**src/rtl/score_digit_sprite_ctrl.sv**
```systemverilog
// Score overlay sequencer: maps the scan coordinate onto DIGITS sprite boxes, drives the shared
// digit-ROM address and returns an aligned pixel/hit three cycles after the coordinate is sampled.
module score_digit_sprite_ctrl #(
    parameter int          DIGITS = 3,
    parameter logic [9:0]  X0     = 10'd560,
    parameter logic [9:0]  Y0     = 10'd20,
    parameter int          SPR_W  = 20,
    parameter int          SPR_H  = 20,
    parameter logic [7:0]  TRANSP = 8'h00
) (
    input  logic                  i_clk2,
    input  logic                  i_reset,
    input  logic [9:0]            i_x,
    input  logic [9:0]            i_y,
    input  logic                  i_active,
    input  logic                  i_frame_start,
    input  logic [4*DIGITS-1:0]   i_score,
    input  logic                  i_score_wr,
    output logic                  o_score_pending,
    output logic [9:0]            o_numberaddr,
    input  logic [79:0]           i_numberdata,
    output logic [7:0]            o_pixel,
    output logic                  o_hit
);

    localparam logic [10:0] Y_END = 11'(Y0) + 11'(SPR_H);

    logic [4*DIGITS-1:0] disp_r, pend_r, disp_next_s, pend_next_s;
    logic                pending_next_s;
    logic [DIGITS-1:0]   box_hit_s;
    logic [1:0]          d_s;
    logic [3:0]          nib_s, v_s, v1_r, v2_r;
    logic                ms_zero_s, lz_s, in_y_s, inbox_s, blank_s;
    logic [9:0]          col_s, row_s, addr_s;
    logic [10:0]         x_s, y_s;
    logic                inbox1_r, blank1_r, inbox2_r, blank2_r;
    logic [7:0]          sel_s, pix_next_s;
    logic                hit_next_s;

    // Score update: a write coinciding with frame start goes straight to the display.
    always_comb begin
        disp_next_s    = disp_r;
        pend_next_s    = pend_r;
        pending_next_s = o_score_pending;
        if (i_score_wr && i_frame_start) begin
            disp_next_s    = i_score;
            pending_next_s = 1'b0;
        end else if (i_frame_start && o_score_pending) begin
            disp_next_s    = pend_r;
            pending_next_s = 1'b0;
        end else if (i_score_wr) begin
            pend_next_s    = i_score;
            pending_next_s = 1'b1;
        end else begin
            pending_next_s = o_score_pending;
        end
    end

    // Box decode; uses the post-update score so a frame-start edge already shows the new value.
    always_comb begin
        x_s       = {1'b0, i_x};
        y_s       = {1'b0, i_y};
        in_y_s    = (y_s >= 11'(Y0)) && (y_s < Y_END);
        box_hit_s = '0;
        d_s       = 2'd0;
        v_s       = 4'd0;
        nib_s     = 4'd0;
        ms_zero_s = 1'b1;
        lz_s      = 1'b0;
        for (int k = 0; k < DIGITS; k++) begin
            box_hit_s[k] = (x_s >= 11'(X0) + 11'(k * SPR_W)) &&
                           (x_s <  11'(X0) + 11'((k + 1) * SPR_W));
            nib_s = disp_next_s[4*(DIGITS-1-k) +: 4];
            d_s   = d_s | (box_hit_s[k] ? 2'(k) : 2'd0);
            v_s   = v_s | (box_hit_s[k] ? nib_s : 4'd0);
            // leading zero only if all boxes to the left were zero; the last box always shows
            lz_s  = lz_s | (box_hit_s[k] && ms_zero_s && (nib_s == 4'd0) && (k != DIGITS - 1));
            ms_zero_s = ms_zero_s && (nib_s == 4'd0);
        end
        inbox_s = i_active && in_y_s && (|box_hit_s);
        col_s   = 10'(x_s - 11'(X0) - 11'(d_s) * 11'(SPR_W));
        row_s   = 10'(y_s - 11'(Y0));
        addr_s  = inbox_s ? 10'(row_s * 10'(SPR_W) + col_s) : 10'd0;
        blank_s = (v_s > 4'd9) || lz_s;
    end

    // Digit ROM output select and final hit decision.
    always_comb begin
        sel_s = TRANSP;
        for (int k = 0; k < 10; k++) begin
            sel_s = (v2_r == 4'(k)) ? i_numberdata[8*k +: 8] : sel_s;
        end
        hit_next_s = inbox2_r && !blank2_r && (sel_s != TRANSP);
        pix_next_s = hit_next_s ? sel_s : TRANSP;
    end

    // Score registers and the three pipeline stages.
    always_ff @(posedge i_clk2 or posedge i_reset) begin
        if (i_reset) begin
            disp_r          <= '0;
            pend_r          <= '0;
            o_score_pending <= 1'b0;
            o_numberaddr    <= 10'd0;
            inbox1_r        <= 1'b0;
            v1_r            <= 4'd0;
            blank1_r        <= 1'b0;
            inbox2_r        <= 1'b0;
            v2_r            <= 4'd0;
            blank2_r        <= 1'b0;
            o_pixel         <= TRANSP;
            o_hit           <= 1'b0;
        end else begin
            disp_r          <= disp_next_s;
            pend_r          <= pend_next_s;
            o_score_pending <= pending_next_s;
            o_numberaddr    <= addr_s;
            inbox1_r        <= inbox_s;
            v1_r            <= v_s;
            blank1_r        <= blank_s;
            inbox2_r        <= inbox1_r;
            v2_r            <= v1_r;
            blank2_r        <= blank1_r;
            o_pixel         <= pix_next_s;
            o_hit           <= hit_next_s;
        end
    end

endmodule

```
**config.mk**
```make
export PLATFORM = sky130hd
export DESIGN_NAME = score_digit_sprite_ctrl
export DESIGN_NICKNAME = d
export VERILOG_FILES = /design/src/rtl/score_digit_sprite_ctrl.sv
export SDC_FILE = /design/constraint.sdc
export NUM_CORES = 1
export LEC_CHECK = 0
export ABC_CLOCK_PERIOD_IN_PS = 2300
export BUFFER_PORTS_ARGS = -buffer_cell sky130_fd_sc_hd__buf_4
export CORE_MARGIN = 10
export CORE_UTILIZATION = 51
export DETAILED_ROUTE_END_ITERATION = 10
export PLACE_DENSITY = 0.81
export REMOVE_ABC_BUFFERS = 1
export SLEW_MARGIN = 20
export SYNTH_ARGS = -nofsm -noshare
export SYNTH_HDL_FRONTEND = slang
export SYNTH_SLANG_ARGS = --single-unit
```
**constraint.sdc**
```tcl
create_clock -name i_clk2 -period 2.3 [get_ports i_clk2]
set_input_delay 0.345 -clock i_clk2 [delete_from_list [all_inputs] [get_ports i_clk2]]
set_output_delay 0.345 -clock i_clk2 [all_outputs]
set_load 0.02 [all_outputs]
```
==> results of run 1 <==
==> worst paths after layout <==
path                            slack [ns]               to  depth (start not counted)     from
min in group i_clk2                   0.26  o_numberaddr[0]                          2   i_x[0]
worst max-delay path                 -0.79  o_numberaddr[9]                         14   i_x[9]
worst min-delay path                  0.23       o_pixel[5]                          3  i_reset
worst max register to register        0.17            o_hit                          5  v2_r[0]
max in group asynchronous             1.62       o_pixel[1]                          3  i_reset
worst min register to register        0.36          v2_r[0]                          0  v1_r[0]
==> final cells by class <==
type | instances | area [um2] | area share
Multi-Input combinational cell | 284 | 2630 | 0.438
Timing Repair Buffer | 197 | 1550 | 0.258
Sequential cell | 56 | 1400 | 0.234
Inverter | 43 | 179 | 0.0299
Tap cell | 102 | 128 | 0.0213
Clock buffer | 6 | 72.6 | 0.0121
Clock inverter | 2 | 38.8 | 0.00647
==> report_power, final <==
group | switching [uW] | internal, uW
sequential | 35.2 | 1050
clock | 334 | 330
combinational | 804 | 917
total | 1170 | 2300
==> registers in the layout, indices dropped and copies added (netlist names), 4 cells and up <==
signal / flops
o_pixel: 8
v1_r: 4
o_numberaddr: 10
pend_r: 12
v2_r: 4
disp_r: 12
==> critical path: stages <==
cell,delay [ns]
buf_4,0.11
nor3b_4,0.25
nand2_2,0.17
nor2_4,0.15
inv_2,0.05
fa_2,0.56
ha_4,0.22
ha_4,0.23
a21o_1,0.19
a21oi_4,0.20
o21bai_4,0.10
a2111oi_4,0.43
o31a_1,0.20
nor3_2,0.05
==> stage by stage <==
stage	worst slack (ns)	cell area, um2	power [uW]	setup TNS (ns)
2_1_floorplan	-1.19	3840	1740	-4.94
4_1_cts	-0.597	5810	3160	-2.26
3_3_place_gp	-1.24	5380	2200	-5.64
3_5_place_dp	-1.32	5380	2260	-6.32
5_1_grt	-0.853	5990	3630	-3.84
6_report	-0.791	5990	3470	-3.43
==> routing by layer <==
metal / up-vias / track usage
met4: 0 / 0.0677
li1: 1810 / -
met1: 1944 / 0.262
met5: - / 0
met3: 49 / 0.0654
met2: 253 / 0.393
==> synthesized netlist by cell type (9+ instances only) <==
| cell | n |
|---|---|
| nor2b_1 | 9 |
| a22o_1 | 24 |
| nand2_1 | 18 |
| xnor2_1 | 9 |
| mux2i_1 | 20 |
| mux2_2 | 14 |
| inv_1 | 43 |
| ha_1 | 24 |
| dfrtp_1 | 56 |
| o21ai_0 | 15 |
| a21oi_1 | 25 |
| nor2_1 | 23 |
==> cells by family after synthesis <==
family,synth area share
adder cells (fa/ha/maj),0.111
AND/OR/NAND/NOR,0.124
multiplexers,0.113
AO/OA/AOI/OAI,0.192
buffers and inverters,0.0699
XOR/XNOR,0.0354
flip-flops,0.354
==> what timing repair did <==
item,CTS,global route
gates resized for setup,60,29
buffers inserted,5,6
hold endpoints to repair,0,0
setup endpoints to repair,7,7
pin swaps,35,30
==> run metrics, run 1 <==
Final nets 735; Mapped Cells ~400; clk buf depth 2; type of destination of the critical path register; status complete, but fails checks; initial antenna violation count 0; Post-synth ARST share 1.00; metal3 WL 1.45 mm; die area 11,700 um2; worst vdd ir 466 uV; I/O Buffers 136; leading cell type in the layout, fill and taps excluded buf_4; dpl hpwl approximately 9.6 mm; relative slew slack 0.531; kind of critical path in -> reg; largest net degree at the start of global routing 57; post-synthesis cell type count 56; H-tree depth 2; average size of a mapped cell 9.86 um2; Worst Tran Pin Value ~0.7 ns; failing checks setup timing; leading post-synthesis cells by cell area dfrtp_1 (35%), ha_1 (7.6%), a22o_1 (5.3%); final setup vio count 7; initial core utilization 0.517; Num CTS Buffers 5; Req. time, crit path between 2 and 2.5 ns; dominant register cell in the synthesized netlist dfrtp_1; GRT Residual Overflow 0; vias per std cell 5.88; Root Buffer clkbuf_8; final period utilization 1.34; final hold vios 0; Cell Pwr Density 579 nW/um2; Core ar. 7650 um2; largest area contributor in the netlist dfrtp_1; router iterations before antenna repair 5; CTS Hold Bufs 0; mapped cell area 3960 um2; area share of the largest cell type after synthesis 0.354; CTS sink count 56; area grow syn2layout 51.5%; # IOs 137; clk slew on worst S/H paths 0.10 ns; Max Cap Violations 0; CTS tree built; Yosys warnings 0; crit path max fanout 3; static leakage around 0.0029 uW; layout cells sized above 1 0.481; Filler cells 461; RSZ-0062 raised after global routing true; Routed Antenna Nets 0; Core Util, Final 0.784; RePlAce Congestion 0.894; later-pin clock latency in the skew report 0.31 ns; Die Y approximately 110 um; chip width 108 um; DR vias about 4,100; met2 WL 7.60 mm; vias in the first global route ~4,200; final worst path period need 3.09 ns; drt wl/cell about 22 um; Cell Rows 32; Inst Count DP roughly 670; first-pass GRT wire length roughly 21 mm; Clock Skews 0.00643 ns; number of DRC markers in iteration 0 273; total track usage 0.226; Post-synth EDFFs 0; sequential area share after synthesis 0.354; Worst Setup Start Kind primary input; Hold WC Path Type in -> async; Layout Cells excl Fill ~700; top layer in use met4; CP arrival 3.28 ns; DRT Wirelength roughly 15 mm; drc violations 0; Post-Route M1 WL 5.51 mm; Slew Limit Fails 0; commonest non-fill, non-tap cells in the layout buf_4 (184), dfrtp_1 (56), inv_1 (29), a22o_1 (24), nor2_1 (22); antenna diode count 0; Hold Slack 0.229 ns; crit path setup slack, layout -0.791 ns; Seq cells post-synth 56; max frequency 324 MHz
Note: power is estimated with default switching activity, not from simulation.
==> inputs of run 2 (changes only) <==
--- a/config.mk
+++ b/config.mk
@@ -8,9 +8,10 @@
 export ABC_CLOCK_PERIOD_IN_PS = 2300
 export BUFFER_PORTS_ARGS = -buffer_cell sky130_fd_sc_hd__buf_4
 export CORE_MARGIN = 10
-export CORE_UTILIZATION = 51
+export CORE_UTILIZATION = 52
+export CTS_BUF_LIST = sky130_fd_sc_hd__clkbuf_8
 export DETAILED_ROUTE_END_ITERATION = 10
-export PLACE_DENSITY = 0.81
+export PLACE_DENSITY = 0.83
 export REMOVE_ABC_BUFFERS = 1
 export SLEW_MARGIN = 20
 export SYNTH_ARGS = -nofsm -noshare
==> run metrics, run 2 (synthesized netlist as in run 1, its figures left out) <==
status complete, but fails checks; failing checks setup timing; CTS tree built; type of destination of the critical path register; DR vias 3,996 (-1.5%); area grow syn2layout 51.5% (about the same); largest net degree at the start of global routing 38 (-33%); commonest non-fill, non-tap cells in the layout buf_4 (179), dfrtp_1 (56), inv_1 (31), a22o_1 (24), nor2_1 (22); critical path cell sequence buf_8 -> inv_4 -> ha_4 -> inv_2 -> ha_4 -> ha_4 -> inv_1 -> fa_1 -> fa_1 -> inv_2 -> ha_4 -> a2111oi_4 -> buf_4 -> nor4_4 -> nor3_2; I/O Buffers 136 (unchanged); max frequency 310 MHz (-4.2%); Root Buffer clkbuf_8; crit path max fanout 2 (-1); final setup vio count 7 (unchanged); Slew Limit Fails 0 (unchanged); GRT Residual Overflow 0 (unchanged); clk slew on worst S/H paths 0.10 ns (about the same); Reg-to-Reg Start v2_r[0]; vias per std cell 5.82 (-1.0%); H-tree depth 2 (unchanged); CP max stage cell fa_1; Cell Rows 31 (-3.1%); CTS Hold Bufs 0 (unchanged); initial core utilization 0.540 (+0.0223); DRT Wirelength 14.8 mm (-3.2%); Reg2Reg Depth 6 (+1); # IOs 137 (unchanged); CTS sink count 56 (unchanged); Worst Setup Start Kind primary input; Top Registers disp_r: 12 flops, pend_r: 12 flops, o_numberaddr: 10 flops; Max Cap Violations 0 (unchanged); FF-to-FF End o_hit; Area after DPL 5390 um2 (about the same); final period utilization 1.40 (+0.0585); total track usage 0.229 (+0.00328); Routed Antenna Nets 0 (unchanged); relative slew slack 0.586 (+0.0546); number of DRC markers in iteration 0 310 (+14%); Req. time, crit path 2.48 ns (about the same); layout cells sized above 1 0.476 (-0.00510); drt wl/cell 21.5 um (-2.8%); Num CTS Buffers 5 (unchanged); final worst path period need 3.23 ns (+0.135 ns); Final nets 735 (unchanged); CP arrival 3.41 ns (+0.13 ns); drc violations 0 (unchanged); later-pin clock latency in the skew report 0.30 ns (about the same); Final Cell Area 5990 um2 (about the same); setup TNS -3.66 ns (-0.232 ns); RSZ-0062 raised after global routing true; antenna diode count 0 (unchanged); crit path setup slack, layout -0.925 ns (-0.135 ns); kind of critical path in -> reg; RePlAce Congestion 0.923 (+3.2%); Die Y 107 um (-0.79%); dpl hpwl 9.40 mm (-2.1%); most used cell, CP ha_4; first-pass GRT wire length 21.2 mm (-1.1%); router iterations before antenna repair 5 (unchanged); initial antenna violation count 0 (unchanged); die area 11,500 um2 (-1.6%); crit-path max cell delay 0.57 ns (about the same); clk buf depth 2 (unchanged); Worst R2R Setup Slack 0.11 ns (-0.06 ns); worst vdd ir 527 uV (+13%); Core Util, Final 0.817 (+0.0337); Worst Tran Pin Value 0.606 ns (-0.0976 ns); Clock Skews 0.00566 ns (-0.000767 ns); static leakage 0.00287 uW (about the same); leading cell type in the layout, fill and taps excluded buf_4; Cell Pwr Density 585 nW/um2 (+0.98%); vias in the first global route 4,159 (-1.1%); chip width 107 um (-0.79%); final hold vios 0 (unchanged); Hold WC Path Type in -> async; Core ar. 7330 um2 (-4.1%); Hold Slack 0.0501 ns (-0.179 ns)
[run 2: cell types whose count changed in the layout (fill, tap and decap cells not counted), sizes merged]
cell,delta
clkbuf,-1
clkinv,+1
bufinv,-1
inv,+1
[run 2: report_power, final]
group          internal (uW)  switching [uW]
Combinational            967             929
Sequential              1050            31.6
Clock                    210             316
Total                   2230            1280
[run 2: stage by stage]
stage | std cells | setup slack [ns] | total power, uW
2_1_floorplan | 383 | -1.19 | 1740
3_3_place_gp | 668 | -1.24 | 2210
3_5_place_dp | 668 | -1.47 | 2260
4_1_cts | 685 | -0.647 | 3140
5_1_grt | 687 | -0.952 | 3650
6_report | 687 | -0.925 | 3500
[run 2: cell type report]
cell class	count	area [um2]
flip-flops and latches	56	1400
multi-input cells	284	2640
fillers	403	1340
well taps	99	124
repair buffers	197	1580
inverters	43	166
clock buffers	5	68.8
clock inverters	3	16.3
[run 2: how the worst max path moves through the flow]
stage,start,end,slack (ns),cells past startpoint
5_1_grt,i_y[3],o_numberaddr[9],-0.95,15
4_1_cts,i_y[3],o_numberaddr[9],-0.65,15
2_1_floorplan,i_x[8],o_numberaddr[9],-1.19,12
3_3_place_gp,i_y[3],o_numberaddr[9],-1.24,17
6_report,i_y[3],o_numberaddr[9],-0.93,15
3_5_place_dp,i_y[3],o_numberaddr[9],-1.47,17
[run 2: what timing repair did]
action,in CTS,in global routing
buffers inserted,10,2
resized for setup,69,20
setup endpoints to repair,7,7
pin swaps,37,14
[run 2: layer usage]
layer,GRT usage,routed length [um],up-vias
li1,-,-,1811
met1,0.249,5500,1865
met2,0.399,7170,261
met3,0.0563,1310,59
met4,0.128,760,0
met5,0,0,-
[run 2: worst max-delay path, delay by kind of cell]
family | cells | cell delay, ns
AOI/OAI and AO/OA | 1 | 0.08
adders and majority gates | 6 | 2.05
buffers and inverters | 6 | 0.48
and+or+nand+nor | 2 | 0.44
